[src/rtl/psum_relu_quant_pack.sv]
// psum_relu_quant_pack
//   Takes a stream of signed 21-bit accumulated partial sums, applies a
//   per-layer bias, round-half-up requantization shift, optional ReLU and
//   int8 saturation, then packs BATCHES consecutive bytes into one output
//   SRAM word written at base_addr + words_written.
//
// Ports
//   clock, reset          : single clock, async active-high reset
//   start                 : one-cycle pulse, latches config and begins a layer
//   base_addr, num_words  : first word address / word count (sampled on start)
//   bias, shift, relu_en  : requantization config (sampled on start)
//   data_in, data_in_valid: psum stream, no backpressure
//   sram_wen/addr/wdata   : output SRAM write port
//   busy                  : layer in progress
//   done                  : one-cycle layer-complete pulse
module psum_relu_quant_pack #(
  parameter int BATCHES = 4,
  parameter int ADDR_W  = 10
) (
  input  logic                 clock,
  input  logic                 reset,
  input  logic                 start,
  input  logic [ADDR_W-1:0]    base_addr,
  input  logic [ADDR_W-1:0]    num_words,
  input  logic [15:0]          bias,
  input  logic [4:0]           shift,
  input  logic                 relu_en,
  input  logic [20:0]          data_in,
  input  logic                 data_in_valid,
  output logic                 sram_wen,
  output logic [ADDR_W-1:0]    sram_addr,
  output logic [8*BATCHES-1:0] sram_wdata,
  output logic                 busy,
  output logic                 done
);
  localparam int LANE_W = (BATCHES > 1) ? $clog2(BATCHES) : 1;
  localparam logic [LANE_W-1:0] LAST_LANE = LANE_W'(BATCHES - 1);

  typedef enum logic {IDLE, RUN} state_t;
  state_t state, state_nxt;

  logic [ADDR_W-1:0] base_q, num_q;
  logic [15:0]       bias_q;
  logic [4:0]        shift_q;
  logic              relu_q;

  logic [LANE_W-1:0] lane;
  logic [ADDR_W-1:0] grp_cnt;        // groups fully accepted
  logic [ADDR_W-1:0] words_written;

  logic              s1_vld, s1_last;
  logic [LANE_W-1:0] s1_lane;
  logic [7:0]        s1_byte;

  logic [BATCHES-1:0][7:0] acc, word;

  logic        start_idle, accept, fin;
  logic [4:0]  sh;
  logic signed [22:0] sum, rnd, r;
  logic [7:0]  qbyte;

  assign start_idle = (state == IDLE) && start;
  // once all requested groups are in, further samples are dropped
  assign accept     = (state == RUN) && data_in_valid && (grp_cnt != num_q);
  // words_written already counts the write being strobed this cycle
  assign fin        = sram_wen && (words_written == num_q);
  assign busy       = (state == RUN);

  // requantize: one spare bit above the 22-bit sum keeps the rounding add
  // from wrapping at the largest shift
  always_comb begin
    sh  = (shift_q > 5'd21) ? 5'd21 : shift_q;
    sum = {{2{data_in[20]}}, data_in} + {{7{bias_q[15]}}, bias_q};
    rnd = '0;
    if (sh != 5'd0) rnd[sh - 5'd1] = 1'b1;
    r = (sum + rnd) >>> sh;
    if (relu_q && r < 0) r = '0;
    if (r > 23'sd127)       qbyte = 8'h7F;
    else if (r < -23'sd128) qbyte = 8'h80;
    else                    qbyte = r[7:0];
  end

  always_ff @(posedge clock or posedge reset) begin
    if (reset) state <= IDLE;
    else       state <= state_nxt;
  end

  always_comb begin
    state_nxt = state;
    case (state)
      IDLE:    if (start && num_words != '0) state_nxt = RUN;
      RUN:     if (fin) state_nxt = IDLE;
      default: state_nxt = IDLE;
    endcase
  end

  // config latch and input-side counters
  always_ff @(posedge clock or posedge reset) begin
    if (reset) begin
      base_q  <= '0;
      num_q   <= '0;
      bias_q  <= '0;
      shift_q <= '0;
      relu_q  <= 1'b0;
      lane    <= '0;
      grp_cnt <= '0;
    end else if (start_idle) begin
      base_q  <= base_addr;
      num_q   <= num_words;
      bias_q  <= bias;
      shift_q <= shift;
      relu_q  <= relu_en;
      lane    <= '0;
      grp_cnt <= '0;
    end else if (accept) begin
      lane <= (lane == LAST_LANE) ? '0 : lane + LANE_W'(1);
      if (lane == LAST_LANE) grp_cnt <= grp_cnt + ADDR_W'(1);
    end
  end

  // stage 1: registered quantized byte
  always_ff @(posedge clock or posedge reset) begin
    if (reset) begin
      s1_vld  <= 1'b0;
      s1_last <= 1'b0;
      s1_lane <= '0;
      s1_byte <= '0;
    end else begin
      s1_vld <= accept;
      if (accept) begin
        s1_byte <= qbyte;
        s1_lane <= lane;
        s1_last <= (lane == LAST_LANE);
      end
    end
  end

  // the closing byte bypasses acc so the word is written without a gap
  always_comb begin
    word          = acc;
    word[s1_lane] = s1_byte;
  end

  // stage 2: pack and write
  always_ff @(posedge clock or posedge reset) begin
    if (reset) begin
      acc           <= '0;
      sram_wen      <= 1'b0;
      sram_addr     <= '0;
      sram_wdata    <= '0;
      words_written <= '0;
      done          <= 1'b0;
    end else begin
      sram_wen <= 1'b0;
      done     <= (start_idle && num_words == '0) || fin;
      if (start_idle) words_written <= '0;
      if (s1_vld) begin
        acc[s1_lane] <= s1_byte;
        if (s1_last) begin
          sram_wen      <= 1'b1;
          sram_wdata    <= word;
          sram_addr     <= base_q + words_written;
          words_written <= words_written + ADDR_W'(1);
        end
      end
    end
  end
endmodule
[config.mk]
export PLATFORM = sky130hd
export DESIGN_NAME = psum_relu_quant_pack
export DESIGN_NICKNAME = d
export VERILOG_FILES = /design/src/rtl/psum_relu_quant_pack.sv
export SDC_FILE = /design/constraint.sdc
export NUM_CORES = 1
export LEC_CHECK = 0
export BUFFER_PORTS_ARGS = -buffer_cell sky130_fd_sc_hd__buf_2
export CORE_UTILIZATION = 60
export CTS_BUF_LIST = sky130_fd_sc_hd__clkbuf_16
export CTS_CLUSTER_DIAMETER = 150
export CTS_CLUSTER_SIZE = 8
export DETAILED_ROUTE_END_ITERATION = 10
export HOLD_SLACK_MARGIN = 0.03
export PLACE_DENSITY = 0.87
export SYNTH_ARGS = -nofsm -noshare
export SYNTH_HDL_FRONTEND = slang
export SYNTH_SLANG_ARGS = --single-unit
[constraint.sdc]
create_clock -name clock -period 18.45 [get_ports clock]
set_clock_uncertainty 0.05 [all_clocks]
set_input_delay 3.69 -clock clock [delete_from_list [all_inputs] [get_ports clock]]
set_output_delay 3.69 -clock clock [all_outputs]
set_load 0.02 [all_outputs]
==> results of run 1 <==
==> cells in the mapped netlist (all sizes together) (8+ instances only) <==
library cell	n	share of area [%]
xnor2	19	1.6
nor2	66	2.4
nor4	8	0.54
xor2	27	2.3
inv	50	1.8
buf	9	0.36
and2	12	0.74
a21oi	54	2.8
fa	24	4.6
dfrtp	153	37
a21o	11	0.80
ha	34	4.1
a31oi	9	0.68
or2	8	0.48
nor3	8	0.38
nand2b	12	0.72
nand4	17	1.1
nand3	31	1.5
mux2	41	4.5
and3	12	0.72
o21ai	99	4.8
clkbuf	57	2.1
nand2	227	8.2
a211oi	15	1.2
o211ai	13	1.1
o22ai	11	0.66
mux2i	52	5.0
==> worst reg2reg max path, delay by kind of cell, from the launching register on <==
kind	cells	cell delay, ps
fa+ha+maj	3	1140
simple gates	7	1640
flops	1	370
compound gates	5	1130
buf+inv	3	1030
mux	2	780
==> stage by stage <==
step           std cells  utilization (%)  setup WS (ps)  instance area (um2)
2_1_floorplan       1172                -          10590                10400
3_3_place_gp        1448             66.3          10500                11100
3_5_place_dp        1448             66.3          10400                11100
4_1_cts             1480             70.0          10860                11700
5_1_grt             1480             70.0          10470                11700
6_report            1480             70.0          10800                11700
==> cell families after synthesis <==
| kind of cell | count (synthesis) | share of synthesized area [%] |
|---|---|---|
| AND/OR/NAND/NOR | 417 | 18.0 |
| multiplexers | 99 | 10.7 |
| XOR/XNOR | 46 | 3.86 |
| AO/OA/AOI/OAI | 280 | 17.7 |
| adder cells (fa/ha/maj) | 58 | 8.68 |
| flip-flops | 153 | 36.7 |
| other | 1 | 0.0359 |
| buffers and inverters | 118 | 4.28 |
==> cell type report <==
cell class	instances	area, um2
flip-flops and latches	153	3830
clock inverters	15	188
fillers	1265	5030
inverters	52	200
well taps	220	275
clock buffers	17	425
repair buffers	122	638
multi-input cells	901	6170
==> registers in the layout (all words and copies together) (netlist names), 2 cells and up <==
| name | count |
|---|---|
| words_written | 10 |
| acc | 32 |
| s1_lane | 2 |
| sram_wdata | 32 |
| bias_q | 16 |
| s1_byte | 8 |
| base_q | 10 |
| sram_addr | 10 |
| lane | 2 |
| num_q | 10 |
| grp_cnt | 10 |
| shift_q | 5 |
==> metal layers <==
metal  GRT usage, %  wire (um)  part of all wire, %  vias up
met5              0          0                    0        -
met4           10.9        544                  2.1        0
met3           5.86       1780                  6.7       47
met2           49.4      12500                   47      411
met1           41.7      11500                   44     4305
li1               -          -                    -     4288
==> path summary, 6_finish.rpt <==
kind / start / endpoint / slack, ps / cells after the start
worst max-delay path: data_in[1] / s1_byte[5] / 10800 / 15
worst min-delay path: sram_wdata[20] / sram_wdata[20] / 420 / 2
worst max register to register: shift_q[3] / s1_byte[5] / 12190 / 20
worst min register to register: sram_wdata[20] / sram_wdata[20] / 420 / 2
max in group asynchronous: reset / num_q[6] / 13580 / 3
min in group asynchronous: reset / sram_wdata[17] / 3320 / 2
==> layout by cell type, fill, tap and decap left out, types with 7 or more instances in the layout <==
cell type    n
and3_1      12
ha_1        34
mux2_2      40
a211oi_1    13
o211ai_1    10
buf_4       11
nand2_1    226
clkbuf_16   17
buf_2      111
nor4_1       7
xor2_1      27
nor3_1       8
inv_1       50
o22ai_1     11
a21oi_1     51
fa_1        24
nand4_1     16
a31oi_1      7
dfrtp_1    153
nor2_1      66
nand2b_1    12
xnor2_1     19
a21o_1      10
nand3_1     31
and2_1      11
o21ai_0     95
mux2i_1     52
==> summary.md, run 1 <==
| Metric | Value |
|---|---|
| CP delay by family, top | `adder cells` |
| Slowest library cell on the worst path | `mux4_2` |
| Fmax | `roughly 0.13 GHz` |
| Critical path fanouts, max | `7` |
| DRT antenna net count | `0` |
| Fin Hold WS | `roughly 420 ps` |
| CTS max path bufs | `2` |
| Data required time at the worst endpoint | `about 19,000 ps` |
| CTS resizes | `0` |
| Post-synth EDFFs | `0` |
| Synth Area per Inst | `between 8 and 9 um2` |
| Vias in the first global route | `8,766` |
| Max-cap viol count | `0` |
| Critical setup path kind | `in -> reg` |
| Sequential cell area fraction in the yosys report | `36.7%` |
| Largest net degree at the start of global routing | `91` |
| Initial Util | `approximately 62%` |
| CTS H-tree depth | `4` |
| Commonest register cell after synthesis | `dfrtp_1` |
| Share of cells above drive strength 1 | `a little under a fifth` |
| Via Count | `slightly above 9,000` |
| Status | `complete, no violations` |
| Crit. End Element | `flip-flop` |
| Setup TNS | `0 ps` |
| Port Buf Inserts | `~110` |
| FFs w/ async S/R, synth | `100%` |
| Unique cell type count in the Yosys netlist | `between 80 and 90` |
| Finish-stage setup viols | `0` |
| Drt initial violations | `760` |
| CP Launch Type | `input pin` |
| CTS Hold Buffers Added | `0` |
| Die Ht | `between 100 and 150 um` |
| Synth warnings | `0` |
| Number of antenna violations at the first check in global routing | `0` |
| Clock sink total | `between 150 and 200` |
| Slowest stage delay, CP | `about 500 ps` |
| Grt ovf | `0` |
| Top Ports | `112` |
| Slew headroom | `~27%` |
| Netlist Area Pre-Place | `approximately 10,000 um2` |
| Area of the core | `between 15,000 and 20,000 um2` |
| Most Frequent Cell on Critical Path | `fa_1` |
| Wire per inst | `about 18 um` |
| Gr usage total | `approximately 30%` |
| Crit path time final | `7650 ps` |
| Postcts setup bufs | `0` |
| Nets | `1,372` |
| P&R area growth vs syn | `12.4%` |
| Die Footprint | `17,900 um2` |
| Row cnt | `47` |
| Post-Syn Nets | `~1,300` |
| Buf/Inv on CP | `1` |
| Worst-path cell chain | `buf_2 > fa_1 > ha_1 > fa_1 > a211oi_2 > o211ai_2 > and4b_4 > or3_4 > and2_4 > mux2_4 > mux4_2 > nor4_2 > o2111ai_1 > o21ai_2 > o22ai_1` |
| Clk pin slew, worst setup/hold paths | `roughly 70 ps` |
| Clk Latency, worst-skew pair | `about 430 ps` |
| Antenna diode count | `0` |
| Final Hold Fails | `0` |
| Critical path arrival | `~7900 ps` |
| Final Max Slew Viols | `0` |
| Die Wd | `around 130 um` |
| CTS Buf Count | `17` |
| DRC Markers | `0` |
| Period utilisation layout | `about two fifths` |
| Vias per Instance | `a little over 6` |
| Drt first pass iters | `7` |
| First-pass GRT wire length | `43,600 um` |
| Clk root buf | `clkbuf_16` |
| CTS tree | `yes` |
| Post-DP HPWL | `between 15,000 and 20,000 um` |
| RSZ-0062 raised after global routing | `false` |
| Least-Margin Pin Slew | `between 1000 and 1500 ps` |
| Number of synthesized register bits | `153` |
| GP Congestion | `about 0.94` |
| Worst min-delay path class | `reg -> reg` |
| Gate Count Post-Synth | `1,172` |
| WL final | `26,300 um` |
Power of run 1 is not shown: default switching activity piles up to over one toggle a cycle in this logic, so the estimate is an artifact.
==> run 2: changes to the inputs <==
--- a/config.mk
+++ b/config.mk
@@ -5,6 +5,7 @@
 export SDC_FILE = /design/constraint.sdc
 export NUM_CORES = 1
 export LEC_CHECK = 0
+export ABC_AREA = 1
 export BUFFER_PORTS_ARGS = -buffer_cell sky130_fd_sc_hd__buf_2
 export CORE_UTILIZATION = 60
 export CTS_BUF_LIST = sky130_fd_sc_hd__clkbuf_16
==> constraint.sdc (replaced) <==
create_clock -name clock -period 7.4 [get_ports clock]
set_clock_uncertainty 0.05 [all_clocks]
set_input_delay 1.48 -clock clock [delete_from_list [all_inputs] [get_ports clock]]
set_output_delay 1.48 -clock clock [all_outputs]
set_load 0.02 [all_outputs]
==> run 2 against run 1 <==
Register-to-register slack lost 11000 ps. Via count increased by 12%. Synthesized cell count rose by 28%. Critical path type is now reg -> reg. Global-route usage up 0.50 points. Final cell count rose by 24%. Area after synthesis up 1.0%. Critical path depth grew 19. Sequential share of layout area fell by 0.26 points. Count of clock-buffer cells in the layout unchanged. Final area rose by 0.79%. Wire length up 4.0%. First-iteration DRC count up 29%.
==> summary.md, run 2 <==
| Metric | Value |
|---|---|
| Status | `complete, no violations` |
| Synth warnings | `0` |
| Max-cap viol count | `0` |
| Post-DP HPWL | `slightly above 20,000 um` |
| Postcts setup bufs | `0` |
| Least-Margin Pin Slew | `just under 1000 ps` |
| Combinational share of power | `slightly above 40%` |
| VDD IR max | `roughly 0.26 mV` |
| Post-synth top area share | `a little over a third` |
| Area leader, netlist | `dfrtp_1` |
| Top-count cell post-synth | `nand2_1` |
| Slowest library cell on the worst path | `dfrtp_1` |
| WL final | `around 27,000 um` |
| CTS max path bufs | `2` |
| Initial Util | `about three fifths` |
| Clock sink total | `between 150 and 200` |
| GP Congestion | `~1.0` |
| Setup TNS | `0 ps` |
| Vias in the first global route | `a little over 9,000` |
| Slew headroom | `a little over a third` |
| Slowest stage delay, CP | `590 ps` |
| CTS tree | `yes` |
| Synth Area per Inst | `between 7 and 8 um2` |
| Area of the core | `about 17,000 um2` |
| First-pass GRT wire length | `roughly 44,000 um` |
| RSZ-0062 raised after global routing | `false` |
| Drt initial violations | `slightly below 1,000` |
| Seq pwr share | `a little over a third` |
| Commonest register cell after synthesis | `dfrtp_1` |
| DRC Markers | `0` |
| Critical setup path kind | `reg -> reg` |
| Most common cell after layout, fill and taps aside | `nand2_1` |
| CP Launch Type | `flip-flop` |
| Sequential cell area fraction in the yosys report | `between 30% and 40%` |
| Row cnt | `48` |
| Worst min-delay path class | `reg -> reg` |
| Sw frac | `42.1%` |
| Number of synthesized register bits | `roughly 150` |
| Vias per Instance | `approximately 5.5` |
| Power Dens Cells | `between 300 and 400 nW/um2` |
| DRT antenna net count | `0` |
| Post-Syn Nets | `roughly 1,600` |
| Unique cell type count in the Yosys netlist | `50` |
| Netlist Area Pre-Place | `around 11,000 um2` |
| Drt first pass iters | `5` |
| Final Max Slew Viols | `0` |
| Critical path fanouts, max | `28` |
| Post-synth EDFFs | `0` |
| Gate Count Post-Synth | `between 1,500 and 2,000` |
| Largest net degree at the start of global routing | `88` |
| Clk Latency, worst-skew pair | `about 430 ps` |
| Int Pwr | `around 2.1 mW` |
| Clock power frac | `between 20% and 30%` |
| Number of antenna violations at the first check in global routing | `0` |
| Buf/Inv on CP | `1` |
| Top area cells in the synthesized netlist | `dfrtp_1 (36%), nand2_1 (18%), nand3_1 (6.4%), inv_1 (6.3%), o21ai_0 (6.1%)` |
| Psw | `around 1.5 mW` |
| Largest registers | `acc x32, sram_wdata x32, bias_q x16` |
| CTS Buf Count | `17` |
| Die Footprint | `between 15,000 and 20,000 um2` |
| Die Wd | `about 130 um` |
| Leakage | `6.43 nW` |
| Critical path arrival | `roughly 6500 ps` |
| Clk root buf | `clkbuf_16` |
| Clk pin slew, worst setup/hold paths | `approximately 60 ps` |
| CTS H-tree depth | `4` |
| CTS resizes | `0` |
| Die Ht | `about 130 um` |
| Most frequent cells in the layout | `nand2_1 (494), inv_1 (176), dfrtp_1 (153)` |
| Via Count | `just over 10,000` |
| Final Hold Fails | `0` |
| Post-synth top cells | `nand2_1 (495), inv_1 (176), dfrtp_1 (153)` |
| Finish-stage setup viols | `0` |
| CP delay by family, top | `simple AND/OR/NAND/NOR gates` |
| Grt ovf | `0` |
| P&R area growth vs syn | `12.2%` |
| Crit. End Element | `flip-flop` |
| Final Power | `3.68 mW` |
| Wire per inst | `between 10 and 15 um` |
| Period utilisation layout | `between 80% and 90%` |
| Crit path time final | `approximately 6200 ps` |
| Fmax | `between 0.15 and 0.2 GHz` |
| Data required time at the worst endpoint | `7660 ps` |
| Port Buf Inserts | `about 110` |
| Most Frequent Cell on Critical Path | `nand2_1` |
| FFs w/ async S/R, synth | `100%` |
| Nets | `~1,700` |
| Top Ports | `~110` |
| Share of cells above drive strength 1 | `a little over an eighth` |
| Fill count | `~1,400` |
| Gr usage total | `31.2%` |
| CTS Hold Buffers Added | `0` |
==> run 2: cell count changes in the layout (fill, tap and decap cells not counted), sizes merged, moves of 15 or more <==
| cell | before | now |
|---|---|---|
| o21ai | 99 | 133 |
| xnor2 | 19 | 4 |
| mux2i | 52 | 0 |
| inv | 58 | 195 |
| mux2 | 41 | 0 |
| nand2 | 227 | 512 |
| nor2 | 66 | 109 |
| nand3 | 31 | 143 |
==> run 2: routing by layer <==
layer	GRT usage [%]	vias up	share of wire (%)
met5	0	-	0
met4	9.74	0	1.9
met3	5.97	48	6.7
met2	49.6	393	46
met1	43.4	4669	45
li1	-	5004	-
==> run 2: through the flow <==
step	instance area (um2)	utilization [%]	hold slack [ps]	setup slack [ps]	std cells
after floorplan	10500	-	398	1750	1505
after global placement	11200	65.1	410	1420	1797
after detailed placement	11200	65.1	415	1260	1797
after CTS	11800	68.6	432	1240	1828
after global routing	11800	68.6	442	553	1828
final	11800	68.6	432	1170	1829
==> run 2: worst paths after layout <==
| path | from | to | slack (ps) | depth (start not counted) |
|---|---|---|---|---|
| worst max-delay path | shift_q[4] | s1_byte[0] | 1170 | 34 |
| worst min-delay path | base_q[6] | base_q[6] | 430 | 2 |
| worst max register to register | shift_q[4] | s1_byte[0] | 1170 | 34 |
| worst min register to register | base_q[6] | base_q[6] | 430 | 2 |
| max in group asynchronous | reset | s1_byte[2] | 4790 | 3 |
| min in group asynchronous | reset | sram_addr[3] | 1100 | 2 |
==> run 2: cell families after synthesis <==
logic type | after synthesis | share of synthesized area (%)
adder cells (fa/ha/maj) | 58 | 8.60
AO/OA/AOI/OAI | 222 | 11.5
other | 1 | 0.0356
AND/OR/NAND/NOR | 808 | 33.0
flip-flops | 153 | 36.3
buffers and inverters | 243 | 8.88
XOR/XNOR | 20 | 1.66
==> run 2: final cells by class <==
type / instances / area (um2) / area share, %
clock buffer: 17 / 425 / 3.60
sequential: 153 / 3830 / 32.4
clock inverter: 14 / 171 / 1.45
antenna: 1 / 2.50 / 0.0212
inverter: 194 / 736 / 6.22
timing repair buffer: 116 / 593 / 5.02
multi-input combinational: 1109 / 5780 / 48.9
tap: 225 / 282 / 2.38
==> run 2: worst reg2reg max path, delay by kind of cell, from the launching register on <==
kind,cells,cell delay (ps)
AO/OA/AOI/OAI,3,400
flip-flops,1,590
buffers and inverters,1,90
AND/OR/NAND/NOR,27,3710
adder cells (fa/ha/maj),3,1280
==> run 2: power by group through the flow <==
stage,combinational [mW],clock [mW],sequential [mW]
2_1_floorplan,0.972,0,1.38
3_3_place_gp,1.44,0,1.28
3_5_place_dp,1.49,0,1.29
4_1_cts,1.51,0.893,1.28
5_1_grt,1.71,0.927,1.31
6_report,1.51,0.886,1.28
Note: power is estimated with default switching activity, not from simulation.
==> run 3: changes to the inputs <==
--- a/config.mk
+++ b/config.mk
@@ -7,13 +7,13 @@
 export LEC_CHECK = 0
 export ABC_AREA = 1
 export BUFFER_PORTS_ARGS = -buffer_cell sky130_fd_sc_hd__buf_2
-export CORE_UTILIZATION = 60
+export CORE_UTILIZATION = 54
 export CTS_BUF_LIST = sky130_fd_sc_hd__clkbuf_16
 export CTS_CLUSTER_DIAMETER = 150
 export CTS_CLUSTER_SIZE = 8
 export DETAILED_ROUTE_END_ITERATION = 10
 export HOLD_SLACK_MARGIN = 0.03
-export PLACE_DENSITY = 0.87
+export PLACE_DENSITY = 0.83
 export SYNTH_ARGS = -nofsm -noshare
 export SYNTH_HDL_FRONTEND = slang
 export SYNTH_SLANG_ARGS = --single-unit
==> constraint.sdc (replaced) <==
create_clock -name clock -period 5.2 [get_ports clock]
set_clock_uncertainty 0.05 [all_clocks]
set_input_delay 1.04 -clock clock [delete_from_list [all_inputs] [get_ports clock]]
set_output_delay 1.04 -clock clock [all_outputs]
set_load 0.02 [all_outputs]
==> run 3 against run 2 <==
Worst setup slack lost 760 ps. Maximum frequency increased by 30%. Largest cell class unchanged. Global-route usage fell by 3.0 points. Combinational power grew 46%. Final area increased by 2.5%. Flip-flop and latch count stayed put. Critical path depth rose by 2. Sequential power up 42%. Final cell count up 2.8%.
==> summary.md, run 3 (synthesis results as in run 2) <==
| Metric | Value |
|---|---|
| CTS max path bufs | `2` |
| Final std cells w/o fill | `around 1,900` |
| Final Max Slew Viols | `0` |
| First-pass GRT wire length | `approximately 45,000 um` |
| DRT antenna net count | `0` |
| Top Ports | `between 100 and 150` |
| Drt initial violations | `a little under 800` |
| VDD IR max | `between 0.2 and 0.3 mV` |
| Drt first pass iters | `5` |
| Top routing layer used | `met4` |
| Die Wd | `around 140 um` |
| Area of the core | `approximately 19,000 um2` |
| Final core occ | `between 60% and 70%` |
| Met2 wire length | `about 13,000 um` |
| Gr usage total | `between 20% and 30%` |
| Post-DP Area | `11,400 um2` |
| Hold Path Cell Cnt | `2` |
| Share of cells above drive strength 1 | `between 15 and 20%` |
| DRC Markers | `0` |
| WL final | `27,400 um` |
| Worst min-delay path class | `reg -> reg` |
| Via Count | `~10,000` |
| Design Area, Final | `about 12,000 um2` |
| Final Hold Fails | `0` |
| Period utilisation layout | `between 90% and 100%` |
| Number of antenna violations at the first check in global routing | `1` |
| Vias in the first global route | `around 9,400` |
| Least-Margin Pin Slew | `about 1000 ps` |
| Largest registers | `acc x32, sram_wdata x32, bias_q x16` |
| Initial Util | `55.8%` |
| Vias per Instance | `5.37` |
| Die Footprint | `20,100 um2` |
| CP Launch Type | `flip-flop` |
| Reg2reg path depth | `36` |
| Met3 WL post-DR | `around 1600 um` |
| Die Ht | `approximately 140 um` |
| Leakage | `6.48 nW` |
| Critical path arrival | `5060 ps` |
| Status | `complete, no violations` |
| Wire length on met1 | `around 12,000 um` |
| Clk pin slew, worst setup/hold paths | `~60 ps` |
| Critical setup path kind | `reg -> reg` |
| Row cnt | `50` |
| Most common cell after layout, fill and taps aside | `nand2_1` |
| Post-DP HPWL | `20,500 um` |
| Clock sink total | `about 150` |
| Crit. End Element | `flip-flop` |
| Slowest stage delay, CP | `500 ps` |
| Most frequent cells in the layout | `nand2_1 (490), inv_1 (172), dfrtp_1 (153)` |
| Final Power | `between 5 and 6 mW` |
| Nets | `around 1,700` |
| Port Buf Inserts | `between 100 and 150` |
| CTS Buf Count | `17` |
| Wire per inst | `about 15 um` |
| Data required time at the worst endpoint | `roughly 5500 ps` |
| Max-cap viol count | `0` |
| CTS H-tree depth | `4` |
| GP Congestion | `0.931` |
| Largest net degree at the start of global routing | `approximately 150` |
| Clk root buf | `clkbuf_16` |
| Grt ovf | `0` |
| Most Frequent Cell on Critical Path | `nand2_1` |
| Power Dens Cells | `approximately 440 nW/um2` |
| Critical path fanouts, max | `7` |
| Slew headroom | `between 30% and 40%` |
| Fmax | `between 0.2 and 0.25 GHz` |
| Slowest library cell on the worst path | `fa_1` |
| Finish-stage setup viols | `0` |
| Clk Latency, worst-skew pair | `around 430 ps` |
| Crit path time final | `roughly 4800 ps` |
| Placed insts | `between 1,500 and 2,000` |
| Fin Hold WS | `425 ps` |
| P&R area growth vs syn | `15.0%` |
| CTS tree | `yes` |
[run 3: changes by cell type in the layout (fill, tap and decap cells not counted), moves of 3 or more]
cell	delta
buf_4	+13
nor2_1	-10
inv_2	+3
nor2_2	+7
ha_2	+10
nand2_1	-4
clkinv_2	-3
inv_1	-4
nand2_2	+4
ha_1	-10
nor2_4	+3
clkinv_8	+3
[run 3: worst max-delay path: cells and delay by family, from the launching register on]
| family | cells | cell delay (ps) |
|---|---|---|
| and+or+nand+nor | 28 | 2790 |
| DFF | 1 | 410 |
| buffers and inverters | 4 | 310 |
| AOI/OAI and AO/OA | 2 | 240 |
| adders and majority gates | 2 | 870 |
[run 3: where the power goes]
part	internal, mW	leakage, nW	switching (mW)
clock	0.737	0.300	0.571
combinational	0.736	4.28	1.46
sequential	1.56	1.89	0.258
[run 3: final cells by class]
cell class / instances / area [um2]
clock buffers: 17 / 425
diodes: 2 / 5.00
repair buffers: 130 / 711
multi-input cells: 1109 / 5880
fillers: 1620 / 6780
well taps: 260 / 325
inverters: 194 / 734
flip-flops and latches: 153 / 3830
clock inverters: 15 / 201
[run 3: stage by stage]
| step | TNS, ps | setup WS, ps |
|---|---|---|
| after floorplan | 0 | 195 |
| after global placement | 0 | 408 |
| after detailed placement | 0 | 297 |
| after CTS | 0 | 282 |
| after global routing | -243 | -52.8 |
| final | 0 | 406 |
[run 3: final timing paths]
| kind | endpoint | slack (ps) | startpoint |
|---|---|---|---|
| worst min-delay path | sram_wdata[5] | 430 | sram_wdata[5] |
| max in group asynchronous | bias_q[6] | 3670 | reset |
| min in group asynchronous | sram_wdata[11] | 710 | reset |
| worst min register to register | sram_wdata[5] | 430 | sram_wdata[5] |
| worst max register to register | s1_byte[4] | 410 | shift_q[2] |
| worst max-delay path | s1_byte[4] | 410 | shift_q[2] |
[run 3: metal layers]
layer,GRT usage [%],vias to the layer above
met1,37.7,4611
met5,0,-
li1,-,5021
met4,11.0,0
met2,46.3,398
met3,4.35,67
[run 3: what timing repair did]
| item | in CTS | in global routing |
|---|---|---|
| resized for setup | 0 | 35 |
| hold buffers | 0 | 0 |
| buffers inserted | 0 | 3 |
| endpoints found under the setup margin | 0 | 7 |
